## config.mk

```make
export PLATFORM = sky130hd
export DESIGN_NAME = lsd_readout_sequencer
export DESIGN_NICKNAME = d
export VERILOG_FILES = /design/src/rtl/lsd_readout_sequencer.sv
export SDC_FILE = /design/constraint.sdc
export NUM_CORES = 1
export LEC_CHECK = 0
export ABC_CLOCK_PERIOD_IN_PS = 5000
export CAP_MARGIN = 0
export CORE_ASPECT_RATIO = 0.6
export CORE_UTILIZATION = 50
export CTS_CLUSTER_DIAMETER = 120
export CTS_CLUSTER_SIZE = 24
export DETAILED_ROUTE_END_ITERATION = 16
export PLACE_DENSITY = 0.87
export SYNTH_ARGS = -nofsm -noshare
export SYNTH_HDL_FRONTEND = slang
export SYNTH_SLANG_ARGS = --single-unit
```

## constraint.sdc

```tcl
create_clock -name clock -period 5 [get_ports clock]
set_input_delay 0.75 -clock clock [delete_from_list [all_inputs] [get_ports clock]]
set_output_delay 0.75 -clock clock [all_outputs]
set_load 0.01 [all_outputs]
```

## src/rtl/lsd_readout_sequencer.sv

```systemverilog
// LSD line-segment buffer readout sequencer.
// Walks the buffer's combinational read port from address 0 to line count - 1 and
// streams each segment word on a valid/ready master with a last marker. Readout is
// dropped (sticky error) if the buffer's ready flag falls mid-stream.
module lsd_readout_sequencer #(
    parameter int FRAME_HEIGHT = -1,
    parameter int FRAME_WIDTH  = -1,
    parameter int RAM_SIZE     = 4096,
    localparam int V_BITW      = (FRAME_HEIGHT > 1) ? $clog2(FRAME_HEIGHT) : 1,
    localparam int H_BITW      = (FRAME_WIDTH > 1) ? $clog2(FRAME_WIDTH) : 1,
    localparam int ADDR_BITW   = (RAM_SIZE > 1) ? $clog2(RAM_SIZE) : 1,
    localparam int WORD_SIZE   = (H_BITW + V_BITW) * 2
) (
    input  logic                 clock,
    input  logic                 n_rst,
    input  logic                 in_ready,
    input  logic [ADDR_BITW:0]   in_line_num,
    input  logic [WORD_SIZE-1:0] in_data,
    output logic [ADDR_BITW-1:0] out_rd_addr,
    input  logic                 in_start,
    input  logic                 in_abort,
    output logic                 m_valid,
    input  logic                 m_ready,
    output logic [WORD_SIZE-1:0] m_data,
    output logic                 m_last,
    output logic                 out_busy,
    output logic                 out_done,
    output logic                 out_error,
    output logic [ADDR_BITW:0]   out_count
);

    localparam int CNT_W = ADDR_BITW + 1;

    typedef enum logic {StIdle, StStream} state_e;

    state_e               state_q, state_d;
    logic [CNT_W-1:0]     total_q, total_d;
    logic [CNT_W-1:0]     idx_q, idx_d;
    logic [CNT_W-1:0]     count_q, count_d;
    logic [WORD_SIZE-1:0] data_q, data_d;
    logic                 valid_q, valid_d;
    logic                 last_q, last_d;
    logic                 done_q, done_d;
    logic                 error_q, error_d;

    logic accept, handshake, load, complete, kill;

    assign accept    = in_start && in_ready && (in_line_num != '0);
    assign handshake = valid_q && m_ready;
    assign load      = (!valid_q || m_ready) && (idx_q < total_q);
    // A completing last handshake wins over abort / buffer loss in the same cycle.
    assign complete  = handshake && last_q;
    assign kill      = in_abort || !in_ready;

    // State register
    always_ff @(posedge clock or negedge n_rst) begin
        if (!n_rst) begin
            state_q <= StIdle;
        end else begin
            state_q <= state_d;
        end
    end

    // Next-state decode
    always_comb begin
        state_d = state_q;
        case (state_q)
            StIdle:   if (accept) state_d = StStream;
            StStream: if (complete || kill) state_d = StIdle;
            default:  state_d = StIdle;
        endcase
    end

    // Datapath next-state: fetch, handshake counting, completion, abort/loss
    always_comb begin
        total_d = total_q;
        idx_d   = idx_q;
        count_d = count_q;
        data_d  = data_q;
        valid_d = valid_q;
        last_d  = last_q;
        done_d  = 1'b0;
        error_d = error_q;
        if (state_q == StIdle) begin
            if (accept) begin
                total_d = in_line_num;
                idx_d   = '0;
                count_d = '0;
                error_d = 1'b0;
            end
        end else begin
            if (handshake) count_d = count_q + CNT_W'(1);
            if (complete) begin
                done_d  = 1'b1;
                idx_d   = '0;
                valid_d = 1'b0;
                last_d  = 1'b0;
            end else if (kill) begin
                valid_d = 1'b0;
                last_d  = 1'b0;
                if (!in_ready) error_d = 1'b1;
            end else if (load) begin
                data_d  = in_data;
                valid_d = 1'b1;
                last_d  = (idx_q == total_q - CNT_W'(1));
                idx_d   = idx_q + CNT_W'(1);
            end else if (handshake) begin
                valid_d = 1'b0;
                last_d  = 1'b0;
            end
        end
    end

    // Datapath registers
    always_ff @(posedge clock or negedge n_rst) begin
        if (!n_rst) begin
            total_q <= '0;
            idx_q   <= '0;
            count_q <= '0;
            data_q  <= '0;
            valid_q <= 1'b0;
            last_q  <= 1'b0;
            done_q  <= 1'b0;
            error_q <= 1'b0;
        end else begin
            total_q <= total_d;
            idx_q   <= idx_d;
            count_q <= count_d;
            data_q  <= data_d;
            valid_q <= valid_d;
            last_q  <= last_d;
            done_q  <= done_d;
            error_q <= error_d;
        end
    end

    // Output decode
    always_comb begin
        out_busy    = (state_q == StStream);
        out_rd_addr = idx_q[ADDR_BITW-1:0];
        m_valid     = valid_q;
        m_data      = data_q;
        m_last      = last_q;
        out_done    = done_q;
        out_error   = error_q;
        out_count   = count_q;
    end

endmodule

```

# --- Word level (Yosys, flattened, before mapping) ---
# Index checks and enable logic that the tools add are counted.
totals:
  elab_cells: 66
  output_inout_bits: 34
  in_bits: 23
  reg_bits: 48
classes:
  n_bitwise: 3
  addsub: 3
  eq_ne: 7
  n_reduce_logical: 19
  order_cmp: 1
  mux: 24
ops:
  columns: ["operator", "count"]
  rows:
  - ["two-way mux 13 bit", 7]
  - ["adder 13 x 1 -> 13 bit (second input constant)", 2]
  - ["two-way mux 1 bit", 16]
  - ["== test 13 bit", 1]
  - ["< comparator 13 bit", 1]
  - ["nonzero test 13 bit", 1]
  - ["subtractor 13 x 1 -> 13 bit (second input constant)", 1]
  - ["AND reduction 4 bit", 2]
  - ["AND reduction 2 bit", 3]
  - ["logical AND 1 bit", 5]
  - ["!= test 2 x 1 -> 1 bit (second input constant)", 2]
  - ["!= test 2 bit (second input constant)", 2]
  - ["nonzero test 4 bit", 1]
  - ["logical OR 1 bit", 3]
  - ["!= test 3 x 1 -> 1 bit (second input constant)", 1]
  - ["!= test 3 bit (second input constant)", 1]
  - ["NOT 1 bit", 3]
  - ["AND reduction 3 bit", 1]
  - ["zero test 1 bit", 2]
  - ["one-hot mux 1 bit (2 select lines)", 1]
  - ["nonzero test 2 bit", 1]

# --- Longest topological paths before layout ---
# Gate-level depths: netlist (run 1).
logic_depth:
  depth_word: 7
  ltp_mapped: 9
  ltp_nobuf: 8

# --- Worst setup path after synthesis (run 1) ---
# No wires, ideal clock.
synth_timing:
  kind: "reg-to-reg"
  from: "register idx_q[1]"
  to: "register last_q (netlist: m_last)"
  required_ns: 4.899
  setup_time_ns: 0.101
  path_slack_ns: 2.668
  t_arrival_ns: 2.231
  n_path_buf: 0
  stages_incl_launch_ff: 8
  period_less_slack_ns: 2.332
  cell_sequence: "dfrtp_1 -> ha_1 -> nor2b_1 -> o2111a_1 -> o31ai_4 -> nand3b_1 -> or3_1 -> o32ai_1"
synth_via:
  elab_chain_len: 5
  elab_cells_between_ends: 8
  classes_between: "order compare: 1; eq/ne: 1; mux: 3; reduce/logical: 3"
synth_lines:
  columns: ["element", "line", "rtl"]
  rows:
  - ["start: declaration", "38", "logic [CNT_W-1:0] idx_q, idx_d;"]
  - ["start signal: assignment", "127", "idx_q <= idx_d;"]
  - ["< comparator 13 bit", "50", "assign load = (!valid_q || m_ready) && (idx_q < total_q);"]
  - ["logical AND 1 bit", "50", null]
  - ["two-way mux 1 bit", "102", "end else if (load) begin"]
  - ["two-way mux 1 bit", "98", "end else if (kill) begin"]
  - ["two-way mux 1 bit", "93", "if (complete) begin"]
  - ["end signal: assignment", "131", "last_q <= last_d;"]
  - ["end: declaration", "42", "logic last_q, last_d;"]
# Parallel ways exist; a longest one is shown, timed or not.
# A chain may end at the register's enable or synchronous reset.

# --- Worst setup path after layout (run 1) ---
# Same ends and word-level chain as after synthesis.

==> results_dict.tcl, run 1 <==
set metrics [dict create \
    dp_hpwl_mm 5.71 \
    comb_power_share_pct 25.5 \
    rsz0062_at_grt "no" \
    gp_congestion 0.883 \
    cts_max_level 2 \
    yosysTopAreaCell "dfrtp_1" \
    ir_drop_v 0.000180 \
    cp_num_buf_inv 0 \
    p_leak_uw 0.00156 \
    hold_depth 1 \
    num_vias 2771 \
    postCtsSetupBuffers 0 \
    swShare_pct 32.6 \
    setup_viol 0 \
    drt_wl_total_mm 7.63 \
    tns_ns 0 \
    r2r_slack_ns 2.22 \
    ios 57 \
    io_buffers 56 \
    clock_sinks 48 \
    worstPathCellList "ha_1 -> nor2b_1 -> o2111a_1 -> o31ai_4 -> nand3b_1 -> or3_1 -> o32ai_1" \
    p_int_uw 667 \
    r2r_end "m_last" \
    cts_buffer_depth 2 \
    final_cell_mix "clkdlybuf4s50_1, dfrtp_1, nand2_1" \
    wl_per_cell_um 16.6 \
    worstSkewPairLatency_ns 0.31 \
    layout_commonest_cell "clkdlybuf4s50_1" \
    hold_path.class "reg2reg" \
    area_delta_synth_final_pct 20.5 \
    grt_pass1_wl_mm 12.7 \
    worstHoldStart "out_count[12]" \
    netSwitchingPower_uw 322 \
    finalHoldViolCount 0 \
    track_usage_pct 24.4 \
    dp_cells 452 \
    hold_end "out_count[12]" \
    ys_ff_latch 48 \
    fp.dieW_um 104 \
    cp.required_ns 5.22 \
    num_rows 21 \
    worstMarginPinSlew_ns 1.06 \
    first_iter_violations 171 \
    dp_slack_ns 2.07 \
    die_h_um 63.1 \
    ys_seq_area_share_pct 38.6 \
    vias_per_cell 6.02 \
    final_area_um2 3750 \
    antenna_found_initial 0 \
    ys.flop_type "dfrtp_1" \
    core_um2 5780 \
    grt_max_degree 49 \
    grt-ovfl-total 0 \
    synth_area_leaders "dfrtp_1, mux2_2, ha_1, nand3_1, nand2_1" \
    slew_headroom_pct 29.5 \
    ctsResizeCount 0 \
    syn-num-nets 374 \
    post-route-util_pct 65.0 \
    drive_above_1_share_pct 9.47 \
    skew_ns 0.00623 \
    cts_buffers 5 \
    status "complete, no violations" \
    crit_fanout 8 \
    maxCapViolCount 0 \
    ys_warn_count 0 \
    placed_area_um2 3660 \
    fmax_mhz 359 \
    fin_ws_ns 2.22 \
    fin_crit_ns 2.78 \
    cts_tree "done" \
    cts_root_buffer "clkbuf_8" \
    postSynth.asyncResetShare_pct 100 \
    end_kind "flip-flop" \
    max_stage_delay_ns 0.50 \
    dieArea_um2 6560 \
    syn_area_per_cell_um2 9.30 \
    power.density_nw_per_um2 263 \
    drcViolationCount 0 \
    synth_cell_types 53 \
    ant_nets 0 \
    start_util_pct 53.9 \
    synth_area_um2 3120 \
    synth-edff-count 0 \
    diodes 0 \
    finalMaxSlewViolations 0 \
    cts_hold_buf 0 \
    post-route-period-util_pct 55.6 \
    drt_pass1_iterations 5 \
    ff2ff_path_depth 7 \
    path_class "reg2reg" \
    crit_family "simple AND/OR/NAND/NOR gates" \
    netlist.area_leader.share_pct 38.6 \
    start_kind "flip-flop" \
    grt_pass1_vias 2524 \
    cp_data_arrival_time_ns 3.00 \
    critical_path.slowest_cell "dfrtp_1" \
    worstReg2RegStart "idx_q[1]" \
    seq_power_share_pct 48.9 \
    final_nets 418 \
    clock_power_share_pct 25.6 \
    finalNonFillerCells 460 \
    syn_inst 335 \
    clk_pin_slew_worst_paths_ns 0.09 \
]
## cells by family after synthesis
logic type               share of synthesized area [%]
flip-flops                                        38.6
multiplexers                                      7.15
AO/OA/AOI/OAI                                     13.8
AND/OR/NAND/NOR                                   22.3
adder cells (fa/ha/maj)                           6.43
buffers and inverters                             6.67
XOR/XNOR                                          5.06
## flip-flops by register name, indices dropped and copies added, names as in the netlist
| name | flops |
|---|---|
| out_done | 1 |
| total_q | 13 |
| m_valid | 1 |
| out_busy | 1 |
| m_last | 1 |
| m_data | 4 |
| out_count | 13 |
| out_error | 1 |
| idx_q | 13 |
## cell usage after synthesis, drive strengths merged, types with 9 or more instances
library cell	number
o21ai	21
ha	16
nand3	23
nand4	15
nor2	17
xnor2	11
dfrtp	48
a21oi	11
nand2	28
buf	14
mux2	18
inv	23
nor3	9
## per-layer routing
layer  global-route usage (%)  wire length (um)
met3                     5.90               763
met4                     5.71                80
met5                        0                 0
met2                     35.5              3220
met1                     36.3              3570
## through the flow
stage | power, uW | hold WS (ns)
final | 988 | 0.481
after floorplan | 631 | 0.454
after global placement | 725 | 0.463
after detailed placement | 736 | 0.471
after global routing | 1040 | 0.531
after CTS | 986 | 0.484
## power by group through the flow
stage / Clock [uW] / Sequential [uW] / Combinational (uW)
CTS: 254 / 481 / 251
global route: 270 / 491 / 279
finish: 253 / 483 / 253
detailed placement: 0 / 490 / 247
floorplan: 0 / 477 / 154
global placement: 0 / 486 / 239
## layout make-up
cell class | count | area (um^2)
multi-input cells | 244 | 1710
well taps | 80 | 100
repair buffers | 57 | 563
flip-flops and latches | 48 | 1200
inverters | 23 | 86.3
clock inverters | 2 | 15.0
clock buffers | 6 | 82.6
fillers | 474 | 2030
## how the worst max path moves through the flow
stage,end,from,cells past startpoint,slack (ns)
after floorplan,m_last,idx_q[1],7,2.67
after global placement,m_last,m_ready,6,2.17
after detailed placement,idx_q[10],m_ready,6,2.07
after CTS,m_last,idx_q[1],7,2.25
after global routing,idx_q[10],idx_q[11],7,2.08
final,m_last,idx_q[1],7,2.22
## worst register-to-register path, cell delays in order, from the launching register on
cell and delay, ns:
dfrtp_1 0.50, ha_1 0.33, nor2b_1 0.13, o2111a_1 0.26, o31ai_4 0.39, nand3b_1 0.40, or3_1 0.47, o32ai_1 0.22
Note: power is estimated with default switching activity, not from simulation.
==> run 2: changes to the inputs <==
--- a/config.mk
+++ b/config.mk
@@ -5,10 +5,10 @@
 export SDC_FILE = /design/constraint.sdc
 export NUM_CORES = 1
 export LEC_CHECK = 0
-export ABC_CLOCK_PERIOD_IN_PS = 5000
+export ABC_CLOCK_PERIOD_IN_PS = 2510
 export CAP_MARGIN = 0
 export CORE_ASPECT_RATIO = 0.6
-export CORE_UTILIZATION = 50
+export CORE_UTILIZATION = 48
 export CTS_CLUSTER_DIAMETER = 120
 export CTS_CLUSTER_SIZE = 24
 export DETAILED_ROUTE_END_ITERATION = 16
==> constraint.sdc (replaced) <==
create_clock -name clock -period 2.51 [get_ports clock]
set_input_delay 0.3765 -clock clock [delete_from_list [all_inputs] [get_ports clock]]
set_output_delay 0.3765 -clock clock [all_outputs]
set_load 0.01 [all_outputs]
==> run 2 against run 1 <==
  * Via count rose by 8.8%
  * Count of clock-buffer cells in the layout did not move
  * Global-route usage rose by 3.6 points
  * Sequential power rose by 92%
  * Sequential share of layout area fell by 2.4 points
  * Utilization rose by 0.62 points
  * Hold slack improved by 0.0032 ns
  * Routed wire length rose by 21%
  * Die area rose by 4.1%
  * Critical endpoint is now idx_q[11]
  * Highest routed layer unchanged
==> results_dict.tcl, run 2 (synthesis results as in run 1) <==
set metrics [dict create \
    status "complete, no violations" \
    num_rows 22 \
    p_leak_uw 0.00175 \
    comb_power_share_pct 29.8 \
    final_area_um2 4060 \
    cp.depth 8 \
    drcViolationCount 0 \
    drt_pass1_iterations 5 \
    worstMarginPinSlew_ns 0.554 \
    hold_path.class "in2async" \
    skew_ns 0.00899 \
    fin_crit_ns 2.43 \
    cp.required_ns 2.67 \
    gp_congestion 0.968 \
    grt_max_degree 34 \
    tns_ns 0 \
    crit_family "compound AO/OA/AOI/OAI gates" \
    clock_sinks 48 \
    endpoint "idx_q[11]" \
    crit_fanout 6 \
    dieArea_um2 6830 \
    start_util_pct 50.3 \
    grt_pass1_wl_mm 14.5 \
    rsz0062_at_grt "no" \
    area_delta_synth_final_pct 30.4 \
    clock_power_share_pct 27.0 \
    drive_above_1_share_pct 18.1 \
    max_stage_delay_ns 0.43 \
    ir_drop_v 0.000333 \
    antenna_found_initial 0 \
    dp_hpwl_mm 7.04 \
    r2r_end "idx_q[11]" \
    cts_buffer_depth 2 \
    end_kind "flip-flop" \
    final_cell_mix "clkdlybuf4s50_1, dfrtp_1, buf_4" \
    post-route-period-util_pct 96.9 \
    cts_tree "done" \
    crit_start "total_q[1]" \
    finalMaxSlewViolations 0 \
    path_class "reg2reg" \
    finalHoldViolCount 0 \
    cts_max_level 2 \
    vias_per_cell 6.06 \
    track_usage_pct 28.0 \
    die_h_um 64.4 \
    r2r_slack_ns 0.08 \
    io_buffers 56 \
    netSwitchingPower_uw 681 \
    worstSkewPairLatency_ns 0.31 \
    drt_wl_total_mm 9.20 \
    swShare_pct 31.9 \
    seq_power_share_pct 43.3 \
    layout_commonest_cell "clkdlybuf4s50_1" \
    ff2ff_path_depth 8 \
    critical_path.slowest_cell "o311ai_0" \
    first_iter_violations 251 \
    final_nets 452 \
    diodes 0 \
    cts_root_buffer "clkbuf_8" \
    fp.dieW_um 106 \
    wl_per_cell_um 18.5 \
    grt-ovfl-total 0 \
    ios 57 \
    placed_area_um2 3900 \
    maxCapViolCount 0 \
    clk_pin_slew_worst_paths_ns 0.10 \
    cp_num_buf_inv 1 \
    p_int_uw 1460 \
    fmax_mhz 411 \
    setup_viol 0 \
    power.density_nw_per_um2 526 \
    worstReg2RegStart "total_q[1]" \
    cp_data_arrival_time_ns 2.60 \
    worstPathCellList "inv_1 -> ha_1 -> nor2b_1 -> o2111a_1 -> o31ai_4 -> nand2_1 -> o311ai_0 -> nand3_1" \
    core_um2 6190 \
    num_vias 3016 \
    start_kind "flip-flop" \
    slew_headroom_pct 62.8 \
    cts_buffers 5 \
    grt_pass1_vias 2831 \
    ant_nets 0 \
]
==> run 2: changes by cell type in the layout (fill, tap and decap cells not counted), sizes merged <==
cell         before  now
clkinvlp          2    0
dlygate4sd3       0    1
buf               2   35
bufinv            0    1
clkinv            0    1
==> run 2: layout make-up <==
class | count | area [um^2]
Tap cell | 84 | 105
Multi-Input combinational cell | 244 | 1740
Clock inverter | 2 | 35.0
Clock buffer | 6 | 72.6
Sequential cell | 48 | 1200
Fill cell | 495 | 2130
Timing Repair Buffer | 91 | 821
Inverter | 23 | 86.3
==> run 2: stage by stage <==
stage	hold slack [ns]	total power, uW	worst slack, ns	util, %	std cells
finish	0.484	2140	0.0777	65.6	498
global route	0.506	2230	0.0137	65.6	498
CTS	0.487	2110	0.0381	64.9	497
detailed placement	0.310	1540	0.0798	63.0	488
global placement	0.305	1510	0.154	63.0	488
floorplan	0.0809	1260	0.178	-	335
==> run 2: worst reg2reg max path, delay by kind of cell, from the launching register on <==
family,cells,cell delay [ns]
AO/OA/AOI/OAI,3,1.03
AND/OR/NAND/NOR,3,0.51
flip-flops,1,0.39
buffers and inverters,1,0.12
adder cells (fa/ha/maj),1,0.24
==> run 2: how the worst min path moves through the flow <==
stage | from | endpoint | slack [ns] | cells past startpoint
floorplan | n_rst | idx_q[0] | 0.08 | 0
global placement | n_rst | out_count[5] | 0.31 | 1
detailed placement | n_rst | out_count[5] | 0.31 | 1
CTS | out_count[12] | out_count[12] | 0.49 | 1
global route | out_count[12] | out_count[12] | 0.51 | 1
finish | n_rst | out_count[0] | 0.48 | 2
==> run 2: timing repair <==
item                       CTS  global route
hold buffers                 1             0
resized for setup            0             7
buffers inserted             0             1
hold endpoints to repair    15             0
setup endpoints to repair    0            11
==> run 2: power by group through the flow <==
stage,Clock [uW],Sequential [uW],Combinational [uW]
floorplan,0,951,306
global placement,0,929,580
detailed placement,0,936,606
CTS,569,921,617
global route,607,933,686
finish,577,925,637
==> run 2: per-layer routing <==
metal	wire (um)	vias up	GRT usage, %
li1	-	1374	-
met1	4150	1461	40.1
met2	3930	155	40.4
met3	956	26	8.67
met4	159	0	7.81
met5	0	-	0
